### src/rtl/mem_stage.sv
// MEM stage: issues one data-memory request per load/store, latency 2+N stall cycles (0 for non-memory ops);
// stall_o holds the pipeline until the response, at most one request outstanding, DONE waits for advance_i.
module mem_stage (
  input  logic        clk_i,
  input  logic        rst_i,
  input  logic        insn_valid_i,
  input  logic        mem_read_i,
  input  logic        mem_write_i,
  input  logic [2:0]  funct3_i,
  input  logic [31:0] alu_f_i,
  input  logic [31:0] rs2_data_i,
  input  logic        advance_i,
  input  logic        dmem_resp_i,
  input  logic [31:0] dmem_rdata_i,
  output logic        dmem_read_o,
  output logic        dmem_write_o,
  output logic [31:0] dmem_addr_o,
  output logic [3:0]  dmem_wmask_o,
  output logic [31:0] dmem_wdata_o,
  output logic [31:0] rdata_o,
  output logic        stall_o,
  output logic        misaligned_o
);

  typedef enum logic [1:0] {IDLE, BUSY, DONE} state_t;

  state_t      state_q, state_d;
  logic        read_q, write_q;
  logic [31:0] addr_q, wdata_q, rdata_q;
  logic [3:0]  mask_q;
  logic [2:0]  funct3_q;
  logic [1:0]  off_q;

  logic        memop, is_store, aligned, latch_en;
  logic [3:0]  mask_d;
  logic [31:0] wdata_d, shifted, load_ext;

  assign memop    = insn_valid_i & (mem_read_i | mem_write_i);
  assign is_store = mem_write_i;

  // Size decode uses funct3[1:0] only, so reserved encodings fall through to word.
  always_comb begin
    aligned = 1'b1;
    mask_d  = 4'b1111;
    wdata_d = rs2_data_i;
    case (funct3_i[1:0])
      2'b00: begin
        aligned = 1'b1;
        mask_d  = 4'b0001 << alu_f_i[1:0];
        wdata_d = {4{rs2_data_i[7:0]}};
      end
      2'b01: begin
        aligned = ~alu_f_i[0];
        mask_d  = 4'b0011 << alu_f_i[1:0];
        wdata_d = {2{rs2_data_i[15:0]}};
      end
      default: begin
        aligned = (alu_f_i[1:0] == 2'b00);
        mask_d  = 4'b1111;
        wdata_d = rs2_data_i;
      end
    endcase
  end

  assign shifted = dmem_rdata_i >> {off_q, 3'b000};

  always_comb begin
    load_ext = shifted;
    case (funct3_q)
      3'b000:  load_ext = {{24{shifted[7]}}, shifted[7:0]};
      3'b100:  load_ext = {24'd0, shifted[7:0]};
      3'b001:  load_ext = {{16{shifted[15]}}, shifted[15:0]};
      3'b101:  load_ext = {16'd0, shifted[15:0]};
      default: load_ext = shifted;
    endcase
  end

  always_comb begin
    state_d      = state_q;
    stall_o      = 1'b0;
    misaligned_o = 1'b0;
    rdata_o      = 32'd0;
    latch_en     = 1'b0;
    case (state_q)
      IDLE: begin
        if (memop) begin
          if (aligned) begin
            stall_o  = 1'b1;
            latch_en = 1'b1;
            state_d  = BUSY;
          end else begin
            misaligned_o = 1'b1;
          end
        end
      end
      BUSY: begin
        stall_o = 1'b1;
        if (dmem_resp_i) state_d = DONE;
      end
      DONE: begin
        rdata_o = rdata_q;
        if (advance_i) state_d = IDLE;
      end
      default: state_d = IDLE;
    endcase
  end

  always_ff @(posedge clk_i) begin
    if (rst_i) begin
      state_q  <= IDLE;
      read_q   <= 1'b0;
      write_q  <= 1'b0;
      addr_q   <= 32'd0;
      wdata_q  <= 32'd0;
      mask_q   <= 4'd0;
      rdata_q  <= 32'd0;
      funct3_q <= 3'd0;
      off_q    <= 2'd0;
    end else begin
      state_q <= state_d;
      if (latch_en) begin
        addr_q   <= {alu_f_i[31:2], 2'b00};
        mask_q   <= is_store ? mask_d : 4'd0;
        wdata_q  <= is_store ? wdata_d : 32'd0;
        funct3_q <= funct3_i;
        off_q    <= alu_f_i[1:0];
        read_q   <= ~is_store;
        write_q  <= is_store;
      end
      // The request drops on the same edge the response is accepted.
      if (state_q == BUSY && dmem_resp_i) begin
        read_q  <= 1'b0;
        write_q <= 1'b0;
        rdata_q <= write_q ? 32'd0 : load_ext;
      end
    end
  end

  assign dmem_read_o  = read_q;
  assign dmem_write_o = write_q;
  assign dmem_addr_o  = addr_q;
  assign dmem_wmask_o = mask_q;
  assign dmem_wdata_o = wdata_q;

endmodule
### config.mk
export PLATFORM = sky130hd
export DESIGN_NAME = mem_stage
export DESIGN_NICKNAME = d
export VERILOG_FILES = /design/src/rtl/mem_stage.sv
export SDC_FILE = /design/constraint.sdc
export NUM_CORES = 1
export LEC_CHECK = 0
export CELL_PAD_IN_SITES_DETAIL_PLACEMENT = 0
export CELL_PAD_IN_SITES_GLOBAL_PLACEMENT = 1
export CORE_MARGIN = 8
export CORE_UTILIZATION = 31
export CTS_CLUSTER_SIZE = 40
export DETAILED_ROUTE_END_ITERATION = 12
export PLACE_DENSITY = 0.79
export REMOVE_ABC_BUFFERS = 1
export SLEW_MARGIN = 10
export SYNTH_ARGS = -nofsm -noshare
export SYNTH_HDL_FRONTEND = slang
export SYNTH_SLANG_ARGS = --single-unit
### constraint.sdc
create_clock -name clk_i -period 2.4 [get_ports clk_i]
set_input_delay 0.24 -clock clk_i [delete_from_list [all_inputs] [get_ports clk_i]]
set_output_delay 0.24 -clock clk_i [all_outputs]
set_load 0.01 [all_outputs]
Word level (Yosys, flattened, before mapping). Index checks and enable logic that the tools add are counted.

Flip-flop bits (word level): 107. Output and inout bits: 104. Word-level logic and storage cells: 53.

Equal/unequal tests: 10. Shift-type cells: 3. Multiplexer cells: 20. Bitwise logic cells: 4. Reduce and logical (&&, ||, !) cells: 7.

Operator list (number): $pmux W32 S4 (1); $mux W32 (3); $pmux W32 S2 (1); $shr A32 B5 Y32 (1); $mux W2 (4); $ne A2 B2 Y1 const B (4); $pmux W4 S2 (1); $eq A3 B3 Y1 const B (2); $logic_not A2 Y1 (3); $mux W1 (6); $pmux W2 S3 (1); $eq A2 B1 Y1 const B (2); $mux W4 (1); $pmux W1 S2 (2); $reduce_and A4 Y1 (1); $shl A1 B2 Y4 const A (1); $shl A2 B2 Y4 const A (1); $eq A3 B1 Y1 const B (1); $logic_not A3 Y1 (1); $eq A2 B2 Y1 const B (1); $not A1 Y1 (2); $reduce_or A2 Y1 (1); $and A1 B1 Y1 (1); $logic_and A1 B1 Y1 (1); $or A1 B1 Y1 (1).

Depth between registers and ports, before layout. Gate-level depths: netlist of run 1.

Depth in word-level cells: 5. Gate-level depth with buffers: 8. Gate-level depth less buffers: 4.

Least setup slack after synthesis of run 1. No wires, ideal clock.

Kind: flip-flop to flip-flop. From: register off_q[1]. To: register rdata_q[16]. Setup time: 122 ps. Data arrival time: 1592 ps. Required time: 2278 ps. Slack: 687 ps. Stages on the path, launching flop included: 6. Path buffers: 2. Clock period less this slack: 1713 ps. Cells stage by stage: dfxtp_1 > buf_6 > mux4_2 > o2111a_2 > buf_6 > a221o_1.

Longest elaborated chain between the ends: 3.

RTL lines: start, declared (RTL line 32) `logic [1:0] off_q;`; start signal, assigned (RTL line 126) `off_q <= alu_f_i[1:0];`; $shr A32 B5 Y32 (RTL line 65) `assign shifted = dmem_rdata_i >> {off_q, 3'b000};`; $pmux W32 S4 (RTL line 69) `case (funct3_q)`; $mux W32 (RTL line 134) `rdata_q <= write_q ? 32'd0 : load_ext;`; end signal, assigned (RTL line 134); end, declared (RTL line 29) `logic [31:0] addr_q, wdata_q, rdata_q;`.

Every way passes these cells. A chain may end at the register's enable or synchronous reset.

Worst setup path after layout of run 1.
From: input port funct3_i[1]. To: output port misaligned_o.

Longest elaborated chain between the ends: 5. Elaborated cells on any way between the ends: 6. Classes of those cells: eq/ne: 1; mux: 4; reduce/logical: 1.

RTL lines: start, declared (RTL line 9) `input logic [2:0] funct3_i,`; $eq A2 B1 Y1 / $logic_not A2 Y1 (equally long branches) (RTL line 46) `case (funct3_i[1:0])`; $pmux W1 S2 (*) (RTL line 46); $mux W1 (*) (RTL line 87) `if (aligned) begin`; $mux W1 (*) (RTL line 86) `if (memop) begin`; $mux W1 (*) (RTL line 84) `case (state_q)`; end, declared (RTL line 22) `output logic misaligned_o`.

Every way passes the cells marked *; elsewhere a longest branch is shown, timed or not.

==> results of run 1 <==
==> placed cells by master (no fill, tap or decap), drive strengths merged, types with 2 or more instances in the layout <==
cell type	count
clkdlybuf4s50	206
dfxtp	107
o21ai	68
a21oi	46
mux2i	40
nand3	36
and2	32
a22o	25
nand2	24
buf	23
o2bb2ai	19
a221o	16
clkbuf	12
nor2	11
nand3b	9
mux2	8
nor2b	3
nor3	3
o211ai	2
or3	2
nand2b	2
conb	2
or2	2
a21boi	2
==> stage by stage <==
| stage | area [um2] | hold WS [ns] | setup WS, ns | setup TNS [ns] | power (uW) |
|---|---|---|---|---|---|
| CTS | 7390 | 0.353 | 0.106 | 0 | 4120 |
| detailed placement | 7110 | 0.441 | -0.0960 | -1.44 | 2660 |
| finish | 7390 | 0.364 | 0.107 | 0 | 4070 |
| global placement | 7110 | 0.427 | -0.00827 | -0.0787 | 2650 |
| global route | 7390 | 0.375 | 0.0309 | 0 | 4240 |
| floorplan | 4600 | 0.309 | 0.165 | 0 | 2210 |
==> registers in the layout (all words and copies together) (netlist names) <==
name / cells
dmem_wdata_o: 32
rdata_q: 32
dmem_addr_o: 30
dmem_wmask_o: 4
funct3_q: 3
off_q: 2
state_q: 2
dmem_read_o: 1
dmem_write_o: 1
==> kinds of logic (layout without fill, tap and decap cells) <==
kind of cell	Yosys count	count (layout)	synth area share
multiplexers	49	49	0.106
flip-flops	107	107	0.443
other	1	2	0.000775
AND/OR/NAND/NOR	127	127	0.151
buffers and inverters	53	244	0.0509
AO/OA/AOI/OAI	183	183	0.249
==> power by group <==
| group | total (uW) | switching (uW) | internal [uW] |
|---|---|---|---|
| Clock | 1450 | 624 | 827 |
| Combinational | 739 | 349 | 390 |
| Sequential | 1880 | 36.4 | 1840 |
| Total | 4070 | 1010 | 3060 |
==> path summary, 6_finish.rpt <==
| kind | depth (start not counted) | end |
|---|---|---|
| setup / recovery | 5 | misaligned_o |
| setup reg to reg | 4 | rdata_q[17] |
| hold reg to reg | 2 | rdata_q[13] |
| hold / removal | 2 | dmem_addr_o[25] |
==> area by class of cell <==
| class | count | area [um2] |
|---|---|---|
| inverters | 1 | 3.75 |
| clock buffers | 12 | 246 |
| flip-flops and latches | 107 | 2140 |
| fillers | 1442 | 7810 |
| multi-input cells | 361 | 2460 |
| clock inverters | 2 | 37.5 |
| well taps | 188 | 235 |
| repair buffers | 229 | 2270 |
==> layer usage <==
layer	global-route usage	wire length, um	up-vias
met4	0.0645	333	0
li1	-	-	2270
met3	0.0490	1400	18
met5	0	0	-
met2	0.278	7720	178
met1	0.193	7190	2180
==> flow_summary.ini, run 1 <==
[critical_path]
slowest_delay_ns = 0.70
path_buf_inv = 2
crit_chain = clkdlybuf4s50_1 > a21oi_1 > or2_1 > nor2_1 > clkdlybuf4s50_1
startpoint_type = primary input
slowest_stage = clkdlybuf4s50_1
required_ns = 2.16
rr_startpoint = state_q[1]
worstPathArrival_ns = 2.05
path_class = in -> out
crit_family = buffers and inverters
r2r_setup_slack_ns = 0.52
cp_common_cell = clkdlybuf4s50_1
crit_start = funct3_i[1]
cp_max_fo = 6
cp-end-kind = output pin

[place]
place.gp.congestion = 0.803
dp_cells = 886
dp_hpwl_mm = 12.4
io_buffers = 207

[synth]
yosysMostFrequentCell = dfxtp_1
yosysSeqAreaShare = 0.443
syn_inst = 520
ys_ff_latch = 107
synth_warnings = 0
synth_ff_type = dfxtp_1
synth_top_area_frac = 0.443
synthArstFlopShare = 0
synthTopCellsByCount = dfxtp_1, o21ai_0, a21oi_1
netlist_area_um2 = 4840
post_synth_num_cell_types = 43
ys_top_cells_by_area = dfxtp_1, mux2i_1, o21ai_0
synth_edf_count = 0
syn_area_per_cell_um2 = 9.30
synth_top_area_cell = dfxtp_1

[floorplan]
coreArea_um2 = 15200
dieArea_um2 = 19900
die_h_um = 141
start_util = 0.318
io_pins = 210
rows = 45
fp.dieW_um = 141

[clock_tree]
h-tree-depth = 3
cts_inserted_buffers = 9
cts_tree = done
cts.clk_slew.worst_paths_ns = 0.07
cts_sinks = 107
cts_root_buffer = clkbuf_16
post_cts_buffers = 0
cts_resized = 0
ctsHoldBuffers = 0
clock_latency_ns = 0.35
clockBufferDepth = 2

[sta]
setup_violations = 0
slew_headroom = 0.600
fmax_ghz = 0.436
period_needed_ns = 2.29
hold_viol = 0
rsz0062_at_grt = no
fin_crit_sh = 0.955
slew_viol_final = 0
skew_ns = 0.00882
tightest_slew_ns = 0.598

[grt]
grt_pass1_wl_mm = 26.3
grt_util_all_layers = 0.165
grt_max_degree = 37
grt_pass1_vias = 4827
overflow = 0
antenna_found_initial = 0

[finish]
fin_util = 0.486
fin_cells = 900
drive_gt1_frac = 0.0787
syn2layout_area_growth_pct = 52.8
layout.nets = 815
n_antenna_cell = 0

[worst_hold_path]
hp-start = rst_i
holdCritPathClass = in -> reg

[route]
drt_iter0_drc = 302
drc = 0
vias_per_cell = 5.16
drt_pass1_iterations = 4
wl_per_cell_um = 18.5
ant_nets = 0
vias = 4646
wirelength_mm = 16.6

[power_and_ir_drop]
max-vdd-ir-drop_v = 0.000292
leakage_uw = 0.00263
p_per_area_nw_per_um2 = 551

[flow_run]
max_cap_violations = 0

[run_status]
status = finished clean
Power figures use the tool's default switching activity.
==> run 2, diff against run 1 <==
--- a/config.mk
+++ b/config.mk
@@ -11,7 +11,7 @@
 export CORE_UTILIZATION = 31
 export CTS_CLUSTER_SIZE = 40
 export DETAILED_ROUTE_END_ITERATION = 12
-export PLACE_DENSITY = 0.79
+export PLACE_DENSITY = 0.81
 export REMOVE_ABC_BUFFERS = 1
 export SLEW_MARGIN = 10
 export SYNTH_ARGS = -nofsm -noshare
==> run 2 against run 1 <==
Compared with the run above:
- clock power barely moved
- maximum frequency rose by 4.3%
- clock skew fell by 0.0029 ns
- setup slack improved by 0.094 ns
- power fell by 0.83%
- clock-buffer cell count rose by 1
- sequential power barely moved
- register-to-register slack barely moved
- sequential share of layout area rose by 0.079 points
- final cell count rose by 0.11%
- worst hold slack improved by 0.014 ns
- critical path type unchanged
- critical endpoint unchanged
==> flow_summary.ini, run 2 (synthesis gave the netlist of run 1 again) <==
[run_status]
status = finished clean

[finish]
layout.nets = 814
fin_util = 0.485
final_cell_mix = clkdlybuf4s50_1, dfxtp_1, o21ai_0, a21oi_1, mux2i_1
drive_gt1_frac = 0.0813
fin_cells = 901
syn2layout_area_growth_pct = 52.3
n_antenna_cell = 0
final_common_cell = clkdlybuf4s50_1

[clock_tree]
cts_resized = 0
cts_inserted_buffers = 9
cts_root_buffer = clkbuf_16
cts_sinks = 107
h-tree-depth = 3
cts_tree = done
ctsHoldBuffers = 0
clock_latency_ns = 0.35
clockBufferDepth = 2
post_cts_buffers = 0
cts.clk_slew.worst_paths_ns = 0.07

[critical_path]
worstPathArrival_ns = 1.96
cp_max_fo = 4
rr_startpoint = state_q[1]
cp_common_cell = clkdlybuf4s50_1
path_buf_inv = 2
startpoint_type = primary input
required_ns = 2.16
path_class = in -> out
crit_family = buffers and inverters
r2r_cells = 4
regToRegEndpoint = dmem_wmask_o[2]
slowest_delay_ns = 0.60
crit_chain = clkdlybuf4s50_1 > a21oi_1 > or2_1 > nor2_1 > clkdlybuf4s50_1
r2r_setup_slack_ns = 0.51
cp-end-kind = output pin
cp_num_cells = 5
slowest_stage = clkdlybuf4s50_1
crit_start = funct3_i[1]

[sta]
fmax_ghz = 0.455
fin_crit_sh = 0.916
slew_viol_final = 0
skew_ns = 0.00593
tns_ns = 0
slew_headroom = 0.597
rsz0062_at_grt = no
setup_violations = 0
hold_viol = 0
tightest_slew_ns = 0.601
period_needed_ns = 2.20

[floorplan]
coreArea_um2 = 15200
fp.dieW_um = 141
rows = 45
dieArea_um2 = 19900
io_pins = 210
start_util = 0.318
die_h_um = 141

[route]
ant_nets = 0
vias = 4677
vias_per_cell = 5.19
drt_iter0_drc = 283
drc = 0
wirelength_mm = 16.7
drt_pass1_iterations = 5
wl_per_cell_um = 18.6

[grt]
grt_max_degree = 41
grt_pass1_wl_mm = 26.9
grt_pass1_vias = 4797
antenna_found_initial = 0
overflow = 0
grt_util_all_layers = 0.169

[power_and_ir_drop]
leakage_uw = 0.00263
max-vdd-ir-drop_v = 0.000342
p_per_area_nw_per_um2 = 548
power_uw = 4040

[flow_run]
max_cap_violations = 0

[worst_hold_path]
hp-start = rst_i
holdPathEnd = dmem_write_o
holdCritPathClass = in -> reg
hold_depth = 3

[place]
dp_cells = 885
io_buffers = 207
dp_hpwl_mm = 12.5
place.gp.congestion = 0.787
[run 2: cell types whose count changed in the layout (fill, tap and decap cells not counted)]
cell,before,now
buf_12,3,2
bufinv_16,1,0
clkbuf_8,1,2
clkinv_2,0,1
inv_6,0,1
nor2b_1,2,1
nor2b_2,1,2
[run 2: worst register-to-register path, cell delays in order, from the launching register on]
cell and delay, ns:
dfxtp_1 0.35, nor2_1 0.16, o211a_1 0.43, nand4b_2 0.54, o2bb2ai_1 0.33
[run 2: power by group]
part	internal (uW)	switching [uW]	total, uW
Clock	764	654	1420
Combinational	387	350	737
Sequential	1840	38.0	1880
[run 2: metal layers]
layer,track usage,vias to the layer above,part of all wire
met2,0.263,199,0.45
met3,0.0689,18,0.10
met5,0,-,0
met4,0.0571,0,0.016
met1,0.206,2175,0.43
li1,-,2285,-
[run 2: per-stage QoR]
| stage | worst slack (ns) | area, um2 | hold WS (ns) |
|---|---|---|---|
| finish | 0.201 | 7370 | 0.378 |
| CTS | 0.203 | 7370 | 0.363 |
| detailed placement | 0.0321 | 7090 | 0.442 |
| global route | 0.0992 | 7370 | 0.388 |
| floorplan | 0.165 | 4600 | 0.309 |
| global placement | 0.0697 | 7090 | 0.433 |
[run 2: cell type report]
cell class                      instances  area (um2)
Fill cell                            1423        7830
Multi-Input combinational cell        361        2460
Timing Repair Buffer                  228        2250
Inverter                                1        3.75
Sequential cell                       107        2140
Clock inverter                          3        21.3
Tap cell                              188         235
Clock buffer                           13         260
[run 2: how the worst max path moves through the flow]
stage,endpoint
finish,misaligned_o
global route,rdata_o[10]
CTS,misaligned_o
detailed placement,dmem_wmask_o[1]
global placement,dmem_wdata_o[12]
floorplan,rdata_q[16]
